$ cat config.mk
export PLATFORM = sky130hd
export DESIGN_NAME = dds_pdat_ramp_gen_flat
export DESIGN_NICKNAME = d
export VERILOG_FILES = /design/src/rtl/dds_pdat_ramp_gen_if.sv /design/src/rtl/dds_pdat_ramp_gen.sv /design/src/flat_wrapper.sv
export SDC_FILE = /design/constraint.sdc
export NUM_CORES = 1
export LEC_CHECK = 0
export ABC_AREA = 0
export ABC_CLOCK_PERIOD_IN_PS = 2880
export CORE_ASPECT_RATIO = 1.75
export CORE_MARGIN = 5
export CORE_UTILIZATION = 35
export DETAILED_ROUTE_END_ITERATION = 10
export GPL_ROUTABILITY_DRIVEN = 0
export PLACE_DENSITY = 0.6
export SETUP_SLACK_MARGIN = 0.5
export SYNTH_ARGS = -nofsm -noshare
export SYNTH_HDL_FRONTEND = slang
export SYNTH_SLANG_ARGS = --single-unit
$ cat constraint.sdc
create_clock -name clk -period 2.88 [get_ports clk]
set_input_delay 0.864 -clock clk [delete_from_list [all_inputs] [get_ports clk]]
set_output_delay 0.864 -clock clk [all_outputs]
set_load 0.02 [all_outputs]
$ cat src/rtl/dds_pdat_ramp_gen_if.sv
// dds_pdat_ramp_gen_if
//   Bundle of the ramp generator's control, configuration and sample-output
//   signals. Clock and reset stay as plain ports on the modules.
//   Signals:
//     start, abort             1-cycle control strobes
//     cfg_base, cfg_step       first sample / two's-complement increment (DW)
//     cfg_nstep                number of updates after base (CW)
//     cfg_div                  hold length minus 1 (DIVW)
//     cfg_pf, cfg_sat, cfg_tri data type, saturate enable, triangle request
//     pdat, pf, tx_en          sample output towards the DDS function input
//     busy, done               ramp status
//   Modports: master drives control/config, slave is the ramp generator.
interface dds_pdat_ramp_gen_if #(
  parameter int DW   = 16,
  parameter int CW   = 16,
  parameter int DIVW = 8
);
  logic            start;
  logic            abort;
  logic [DW-1:0]   cfg_base;
  logic [DW-1:0]   cfg_step;
  logic [CW-1:0]   cfg_nstep;
  logic [DIVW-1:0] cfg_div;
  logic [1:0]      cfg_pf;
  logic            cfg_sat;
  logic            cfg_tri;
  logic [DW-1:0]   pdat;
  logic [1:0]      pf;
  logic            tx_en;
  logic            busy;
  logic            done;

  modport master (
    output start, abort, cfg_base, cfg_step, cfg_nstep, cfg_div,
           cfg_pf, cfg_sat, cfg_tri,
    input  pdat, pf, tx_en, busy, done
  );

  modport slave (
    input  start, abort, cfg_base, cfg_step, cfg_nstep, cfg_div,
           cfg_pf, cfg_sat, cfg_tri,
    output pdat, pf, tx_en, busy, done
  );
endinterface

$ cat src/rtl/dds_pdat_ramp_gen.sv
// dds_pdat_ramp_gen
//   Hardware ramp source for the DDS parallel-data path. On a start strobe the
//   configuration is shadowed and a stepped pdat sequence is emitted: base,
//   then nstep updates of +step, every sample held (div+1) clocks. Results
//   either saturate at 0 / all-ones or wrap modulo 2^DW. abort returns to IDLE
//   at once without a done pulse.
//   Ports:
//     clk    system clock, posedge
//     rst_n  asynchronous active-low reset
//     bus    dds_pdat_ramp_gen_if.slave (control, config, pdat/pf/tx_en,
//            busy/done)
//   Build option:
//     DDS_RAMP_TRI_EN  adds the DOWN state; with cfg_tri=1 at start the up
//                      ramp is followed by nstep updates of -step.
//
//   state | meaning
//   IDLE  | waiting for start, outputs hold last sample
//   RUN   | emitting up-ramp samples
//   DOWN  | emitting down-ramp samples (DDS_RAMP_TRI_EN only)
//   FIN   | one-cycle done pulse, then IDLE
module dds_pdat_ramp_gen #(
  parameter int DW   = 16,
  parameter int CW   = 16,
  parameter int DIVW = 8
) (
  input logic               clk,
  input logic               rst_n,
  dds_pdat_ramp_gen_if.slave bus
);

  localparam logic [1:0] IDLE = 2'd0;
  localparam logic [1:0] RUN  = 2'd1;
`ifdef DDS_RAMP_TRI_EN
  localparam logic [1:0] DOWN = 2'd2;
`endif
  localparam logic [1:0] FIN  = 2'd3;

  logic [1:0]      state_q, state_d;
  logic [DW-1:0]   pdat_q, pdat_d;
  logic [1:0]      pf_q, pf_d;
  logic            tx_en_q, tx_en_d;
  logic            busy_q, busy_d;
  logic            done_q, done_d;
  logic [DW-1:0]   step_q, step_d;
  logic [CW-1:0]   nstep_q, nstep_d;
  logic [DIVW-1:0] div_q, div_d;
  logic            sat_q, sat_d;
  logic [DIVW-1:0] hold_q, hold_d;
  logic [CW-1:0]   cnt_q, cnt_d;
`ifdef DDS_RAMP_TRI_EN
  logic            tri_mode_q, tri_mode_d;
`else
  logic            unused_cfg_tri;
  assign unused_cfg_tri = bus.cfg_tri;
`endif

  // Two guard bits: bit DW+1 flags a negative result, bit DW an overflow
  // past all-ones, so both clamp directions are unambiguous.
  logic [DW+1:0] step_sx;
  logic [DW+1:0] sum_up;
  logic [DW+1:0] sum_dn;
  logic [DW-1:0] pdat_up;
  logic [DW-1:0] pdat_dn;

  function automatic logic [DW-1:0] clamp(input logic [DW+1:0] s, input logic sat);
    logic [DW-1:0] r;
    r = s[DW-1:0];
    if (sat) begin
      if (s[DW+1])    r = '0;
      else if (s[DW]) r = '1;
    end
    return r;
  endfunction

  always_comb begin
    step_sx = {{2{step_q[DW-1]}}, step_q};
    sum_up  = {2'b00, pdat_q} + step_sx;
    sum_dn  = {2'b00, pdat_q} - step_sx;
    pdat_up = clamp(sum_up, sat_q);
    pdat_dn = clamp(sum_dn, sat_q);
  end

  logic hold_wrap;
  logic start_ok;
  assign hold_wrap = (hold_q == div_q);
  assign start_ok  = bus.start && !bus.abort;

  always_comb begin
    state_d = state_q;
    pdat_d  = pdat_q;
    pf_d    = pf_q;
    tx_en_d = tx_en_q;
    busy_d  = busy_q;
    done_d  = 1'b0;
    step_d  = step_q;
    nstep_d = nstep_q;
    div_d   = div_q;
    sat_d   = sat_q;
    hold_d  = hold_q;
    cnt_d   = cnt_q;
`ifdef DDS_RAMP_TRI_EN
    tri_mode_d = tri_mode_q;
`endif

    case (state_q)
      IDLE, FIN: begin
        state_d = IDLE;
        tx_en_d = 1'b0;
        busy_d  = 1'b0;
        if (start_ok) begin
          state_d = RUN;
          step_d  = bus.cfg_step;
          nstep_d = bus.cfg_nstep;
          div_d   = bus.cfg_div;
          sat_d   = bus.cfg_sat;
`ifdef DDS_RAMP_TRI_EN
          tri_mode_d = bus.cfg_tri;
`endif
          pdat_d  = bus.cfg_base;
          pf_d    = bus.cfg_pf;
          tx_en_d = 1'b1;
          busy_d  = 1'b1;
          hold_d  = '0;
          cnt_d   = '0;
        end
      end

      RUN: begin
        if (bus.abort) begin
          state_d = IDLE;
          tx_en_d = 1'b0;
          busy_d  = 1'b0;
        end else if (!hold_wrap) begin
          hold_d = hold_q + 1'b1;
        end else begin
          hold_d = '0;
          if (cnt_q < nstep_q) begin
            pdat_d = pdat_up;
            cnt_d  = cnt_q + 1'b1;
          end
`ifdef DDS_RAMP_TRI_EN
          // The first down update happens on the same wrap that ends the
          // peak sample, so the peak is held exactly div+1 cycles.
          else if (tri_mode_q && (nstep_q != '0)) begin
            state_d = DOWN;
            pdat_d  = pdat_dn;
            cnt_d   = CW'(1);
          end
`endif
          else begin
            state_d = FIN;
            tx_en_d = 1'b0;
            busy_d  = 1'b0;
            done_d  = 1'b1;
          end
        end
      end

`ifdef DDS_RAMP_TRI_EN
      DOWN: begin
        if (bus.abort) begin
          state_d = IDLE;
          tx_en_d = 1'b0;
          busy_d  = 1'b0;
        end else if (!hold_wrap) begin
          hold_d = hold_q + 1'b1;
        end else begin
          hold_d = '0;
          if (cnt_q < nstep_q) begin
            pdat_d = pdat_dn;
            cnt_d  = cnt_q + 1'b1;
          end else begin
            state_d = FIN;
            tx_en_d = 1'b0;
            busy_d  = 1'b0;
            done_d  = 1'b1;
          end
        end
      end
`endif

      default: begin
        state_d = IDLE;
        tx_en_d = 1'b0;
        busy_d  = 1'b0;
      end
    endcase
  end

  always_ff @(posedge clk or negedge rst_n) begin
    if (!rst_n) begin
      state_q <= IDLE;
      pdat_q  <= '0;
      pf_q    <= '0;
      tx_en_q <= 1'b0;
      busy_q  <= 1'b0;
      done_q  <= 1'b0;
      step_q  <= '0;
      nstep_q <= '0;
      div_q   <= '0;
      sat_q   <= 1'b0;
      hold_q  <= '0;
      cnt_q   <= '0;
`ifdef DDS_RAMP_TRI_EN
      tri_mode_q <= 1'b0;
`endif
    end else begin
      state_q <= state_d;
      pdat_q  <= pdat_d;
      pf_q    <= pf_d;
      tx_en_q <= tx_en_d;
      busy_q  <= busy_d;
      done_q  <= done_d;
      step_q  <= step_d;
      nstep_q <= nstep_d;
      div_q   <= div_d;
      sat_q   <= sat_d;
      hold_q  <= hold_d;
      cnt_q   <= cnt_d;
`ifdef DDS_RAMP_TRI_EN
      tri_mode_q <= tri_mode_d;
`endif
    end
  end

  assign bus.pdat  = pdat_q;
  assign bus.pf    = pf_q;
  assign bus.tx_en = tx_en_q;
  assign bus.busy  = busy_q;
  assign bus.done  = done_q;

endmodule

$ cat src/flat_wrapper.sv
// flat-port wrapper written by rule: the top's interface ports become plain ports
module dds_pdat_ramp_gen_flat 
#(
  parameter int DW   = 16,
  parameter int CW   = 16,
  parameter int DIVW = 8
)
  (clk, rst_n, bus_start, bus_abort, bus_cfg_base, bus_cfg_step, bus_cfg_nstep, bus_cfg_div, bus_cfg_pf, bus_cfg_sat, bus_cfg_tri, bus_pdat, bus_pf, bus_tx_en, bus_busy, bus_done);
  dds_pdat_ramp_gen_if #(.DW(DW), .CW(CW), .DIVW(DIVW)) bus_i ();
  input logic clk;
  input logic rst_n;
  input wire logic [$bits(bus_i.start)-1:0] bus_start;
  input wire logic [$bits(bus_i.abort)-1:0] bus_abort;
  input wire logic [$bits(bus_i.cfg_base)-1:0] bus_cfg_base;
  input wire logic [$bits(bus_i.cfg_step)-1:0] bus_cfg_step;
  input wire logic [$bits(bus_i.cfg_nstep)-1:0] bus_cfg_nstep;
  input wire logic [$bits(bus_i.cfg_div)-1:0] bus_cfg_div;
  input wire logic [$bits(bus_i.cfg_pf)-1:0] bus_cfg_pf;
  input wire logic [$bits(bus_i.cfg_sat)-1:0] bus_cfg_sat;
  input wire logic [$bits(bus_i.cfg_tri)-1:0] bus_cfg_tri;
  output wire logic [$bits(bus_i.pdat)-1:0] bus_pdat;
  output wire logic [$bits(bus_i.pf)-1:0] bus_pf;
  output wire logic [$bits(bus_i.tx_en)-1:0] bus_tx_en;
  output wire logic [$bits(bus_i.busy)-1:0] bus_busy;
  output wire logic [$bits(bus_i.done)-1:0] bus_done;
  assign bus_i.start = bus_start;
  assign bus_i.abort = bus_abort;
  assign bus_i.cfg_base = bus_cfg_base;
  assign bus_i.cfg_step = bus_cfg_step;
  assign bus_i.cfg_nstep = bus_cfg_nstep;
  assign bus_i.cfg_div = bus_cfg_div;
  assign bus_i.cfg_pf = bus_cfg_pf;
  assign bus_i.cfg_sat = bus_cfg_sat;
  assign bus_i.cfg_tri = bus_cfg_tri;
  assign bus_pdat = bus_i.pdat;
  assign bus_pf = bus_i.pf;
  assign bus_tx_en = bus_i.tx_en;
  assign bus_busy = bus_i.busy;
  assign bus_done = bus_i.done;
  dds_pdat_ramp_gen #(.DW(DW), .CW(CW), .DIVW(DIVW)) u_core (.clk(clk), .rst_n(rst_n), .bus(bus_i));
endmodule
==> metrics.txt <==
TritonCTS buffer count 9; Area contributors post-synth dfrtp_1 (41%), mux2_2 (9.7%), ha_1 (8.6%); Pleak 3.16 nW; fin crit share 0.853; number of enable flip-flop cells after synthesis 0; die outline width 103 um; DIE AREA 17600 um2; ys flop type dfrtp_1; CP Launch Point u_core.bus.pdat[12]; crit-path max cell delay 410 ps; Worst EP arrival 2670 ps; DP Wirelength 10400 um; clock tree buffer depth 2; Worst Path Required 3100 ps; Seq pwr share 0.277; # rows 59; Synth top area share 0.415; global-route total usage across every layer 0.172; vias per cell 5.40; Yosys reg bits 87; Async SR Flop Fraction 1.00; Slew Limit Fails 0; clock share of power 0.199; internal power 3.74 mW; Final Hold Vio Count 0; vias in the first global route 4967; crit end category register; io pins 85; synth warn 0; initial antenna violation count 0; aggregate global routing overflow 0; r2r endpoint u_core.bus.pdat[14]; TritonCTS clock tree done; Residual DRC 0; Reg2Reg Launch Point u_core.bus.pdat[12]; Worst Tran Pin Value 466 ps; n_diodes 0; Seq/Total Area, Yosys 0.415; synthesized cell area 5250 um2; Worst VDD drop 0.000411 V; Port Buffers 83; syn_nets 618; CP max stage cell dfrtp_1; DR vias 4546; Hold Crit Class in2async; count of final setup violators 0; Switch Pwr 2.23 mW; CP Cell Sequence ha_4, and4_4, a31o_4, a221oi_4, mux2_4, a41oi_4, or2_4, buf_12, o21ai_2; Max FO, Critical Path 7; Worst R2R Setup Slack 420 ps; P per Cell Area 783 nW/um2; outcome completed; Setup crit end u_core.bus.pdat[14]; first-pass GRT wire length 23700 um; R2R cell count 9; Synth cell types 62; slew margin rel. 0.689; Sw Ratio 0.373; clk_lat worst skew 340 ps; Worst-path clk slew 60 ps; Fmax 407 MHz; Die Y 172 um; First-pass DRT Iterations 6; final hold slack 475 ps; Core ar. 14800 um2; largest net degree at the start of global routing 58; synthesis-to-finish area growth 45.1%; Logic pwr share 0.524; initial core utilization 0.354; CTS sink cnt 87; DR WL/cell 17.8 um; Total Nets Final 755; Setup TNS 0 ps; initial DRC count 159; Max-cap violations 0; number of routed nets with antenna violations 0; Worst setup SP type register; worst clock skew 9.07 ps; share of post-route cells with drive strength above 1 0.346; post-synth top area cell dfrtp_1; root buf cell clkbuf_16; Mapped Avg Cell Area 10.2 um2; Setup CP Type reg2reg; RSZ-0062 raised after global routing true; Total Wirelength 15000 um; CTS H-tree lvls 3; Synth Instances 517; min Tclk post-route 2460 ps
-- worst min path at each step --
| stage | from | end | slack, ps | cells past startpoint |
|---|---|---|---|---|
| 2_1_floorplan | u_core.hold_q[4] | u_core.hold_q[4] | 480 | 1 |
| 3_3_place_gp | u_core.nstep_q[1] | u_core.nstep_q[1] | 490 | 1 |
| 3_5_place_dp | u_core.bus.pf[0] | u_core.bus.pf[0] | 490 | 1 |
| 4_1_cts | rst_n | u_core.nstep_q[10] | 490 | 1 |
| 5_1_grt | rst_n | u_core.nstep_q[10] | 500 | 1 |
| 6_report | rst_n | u_core.nstep_q[10] | 470 | 1 |
-- through the flow --
stage                     area [um2]  total power, mW  utilization  cells  worst slack [ps]
final                           7610             5.96        0.513    842               424
after global routing            7610             6.35        0.513    842               346
after CTS                       7320             5.78        0.493    833               430
after detailed placement        6550             4.24        0.441    780               152
after global placement          6550             4.18        0.441    780               212
after floorplan                 5450             3.51            -    517               439
-- registers in the layout, indices dropped and copies added, names as in the netlist --
signal           count
u_core.state_q       2
u_core.step_q       16
u_core.bus.done      1
u_core.sat_q         1
u_core.cnt_q        16
u_core.bus.pf        2
u_core.bus.pdat     16
u_core.nstep_q      16
u_core.div_q         8
u_core.bus.busy      1
u_core.hold_q        8
-- area by class of cell --
type / count / area [um2]
inverter: 30 / 113
sequential: 87 / 2190
timing repair buffer: 145 / 1400
clock buffer: 11 / 243
multi-input combinational: 381 / 3380
clock inverter: 5 / 57.6
tap: 183 / 229
fill: 1335 / 7220
-- power groups by stage --
stage	clock [mW]	combinational (mW)	sequential, mW
floorplan	0	1.75	1.76
global placement	0	2.49	1.68
detailed placement	0	2.55	1.69
CTS	1.22	2.90	1.66
global route	1.28	3.39	1.68
finish	1.19	3.12	1.65
-- critical path: cells and delay by family, from the launching register on --
| family | cells | cell delay (ps) |
|---|---|---|
| buffers and inverters | 1 | 140 |
| multiplexers | 1 | 350 |
| AO/OA/AOI/OAI | 4 | 750 |
| adder cells (fa/ha/maj) | 1 | 280 |
| flip-flops | 1 | 410 |
| AND/OR/NAND/NOR | 2 | 400 |
-- synthesized netlist by cell type, types with 3 or more instances --
library cell and n:
xor2_1 14, and3_1 6, o31ai_1 7, clkbuf_1 10, a31oi_1 4, nor2_1 31, dfrtp_1 87, nand2_1 32
o211ai_1 5, a21oi_1 20, nand2b_1 6, nand4_1 8, and2_1 3, xnor2_1 16, nand3_1 18, nor4_1 5
or3_1 3, o21ai_0 20, o21ai_2 11, nor2b_1 3, ha_1 36, buf_2 5, inv_1 30, mux2_2 45
a31o_2 5, a22oi_1 15, a21o_1 5, nor3_1 24
-- kinds of logic after synthesis --
kind of cell | Yosys count | share of synthesized area
simple gates | 152 | 0.146
compound gates | 115 | 0.160
flops | 87 | 0.415
buf+inv | 49 | 0.0384
mux | 47 | 0.101
fa+ha+maj | 37 | 0.0896
xor+xnor | 30 | 0.0501
-- placed cells by master (no fill, tap or decap), drive strengths merged, types with 5 or more instances in the layout --
cell type | synthesis | layout
dfrtp | 87 | 87
clkdlybuf4s50 | 0 | 82
buf | 9 | 63
mux2 | 46 | 46
ha | 36 | 36
o21ai | 33 | 33
nand2 | 32 | 32
nor2 | 31 | 31
inv | 30 | 30
nor3 | 24 | 24
a21oi | 21 | 21
nand3 | 18 | 18
xnor2 | 16 | 16
a22oi | 15 | 15
xor2 | 14 | 14
clkbuf | 10 | 11
nand4 | 8 | 8
o31ai | 7 | 7
nand2b | 6 | 6
and3 | 6 | 6
a21o | 5 | 5
o211ai | 5 | 5
a31o | 5 | 5
nor4 | 5 | 5
-- timing repair --
action | CTS | global route
setup endpoints to repair | 35 | 35
buffers inserted | 35 | 9
gates resized for setup | 23 | 50
hold buffers | 0 | 0
gates cloned | 2 | 0
pin swaps | 21 | 19
-- routing by layer --
metal / GRT usage / up-vias / wire (um)
li1: - / 2157 / -
met1: 0.175 / 2259 / 5410
met2: 0.331 / 102 / 8660
met3: 0.0283 / 28 / 493
met4: 0.0788 / 0 / 402
met5: 0 / - / 0
(Power assumes the default switching activity.)
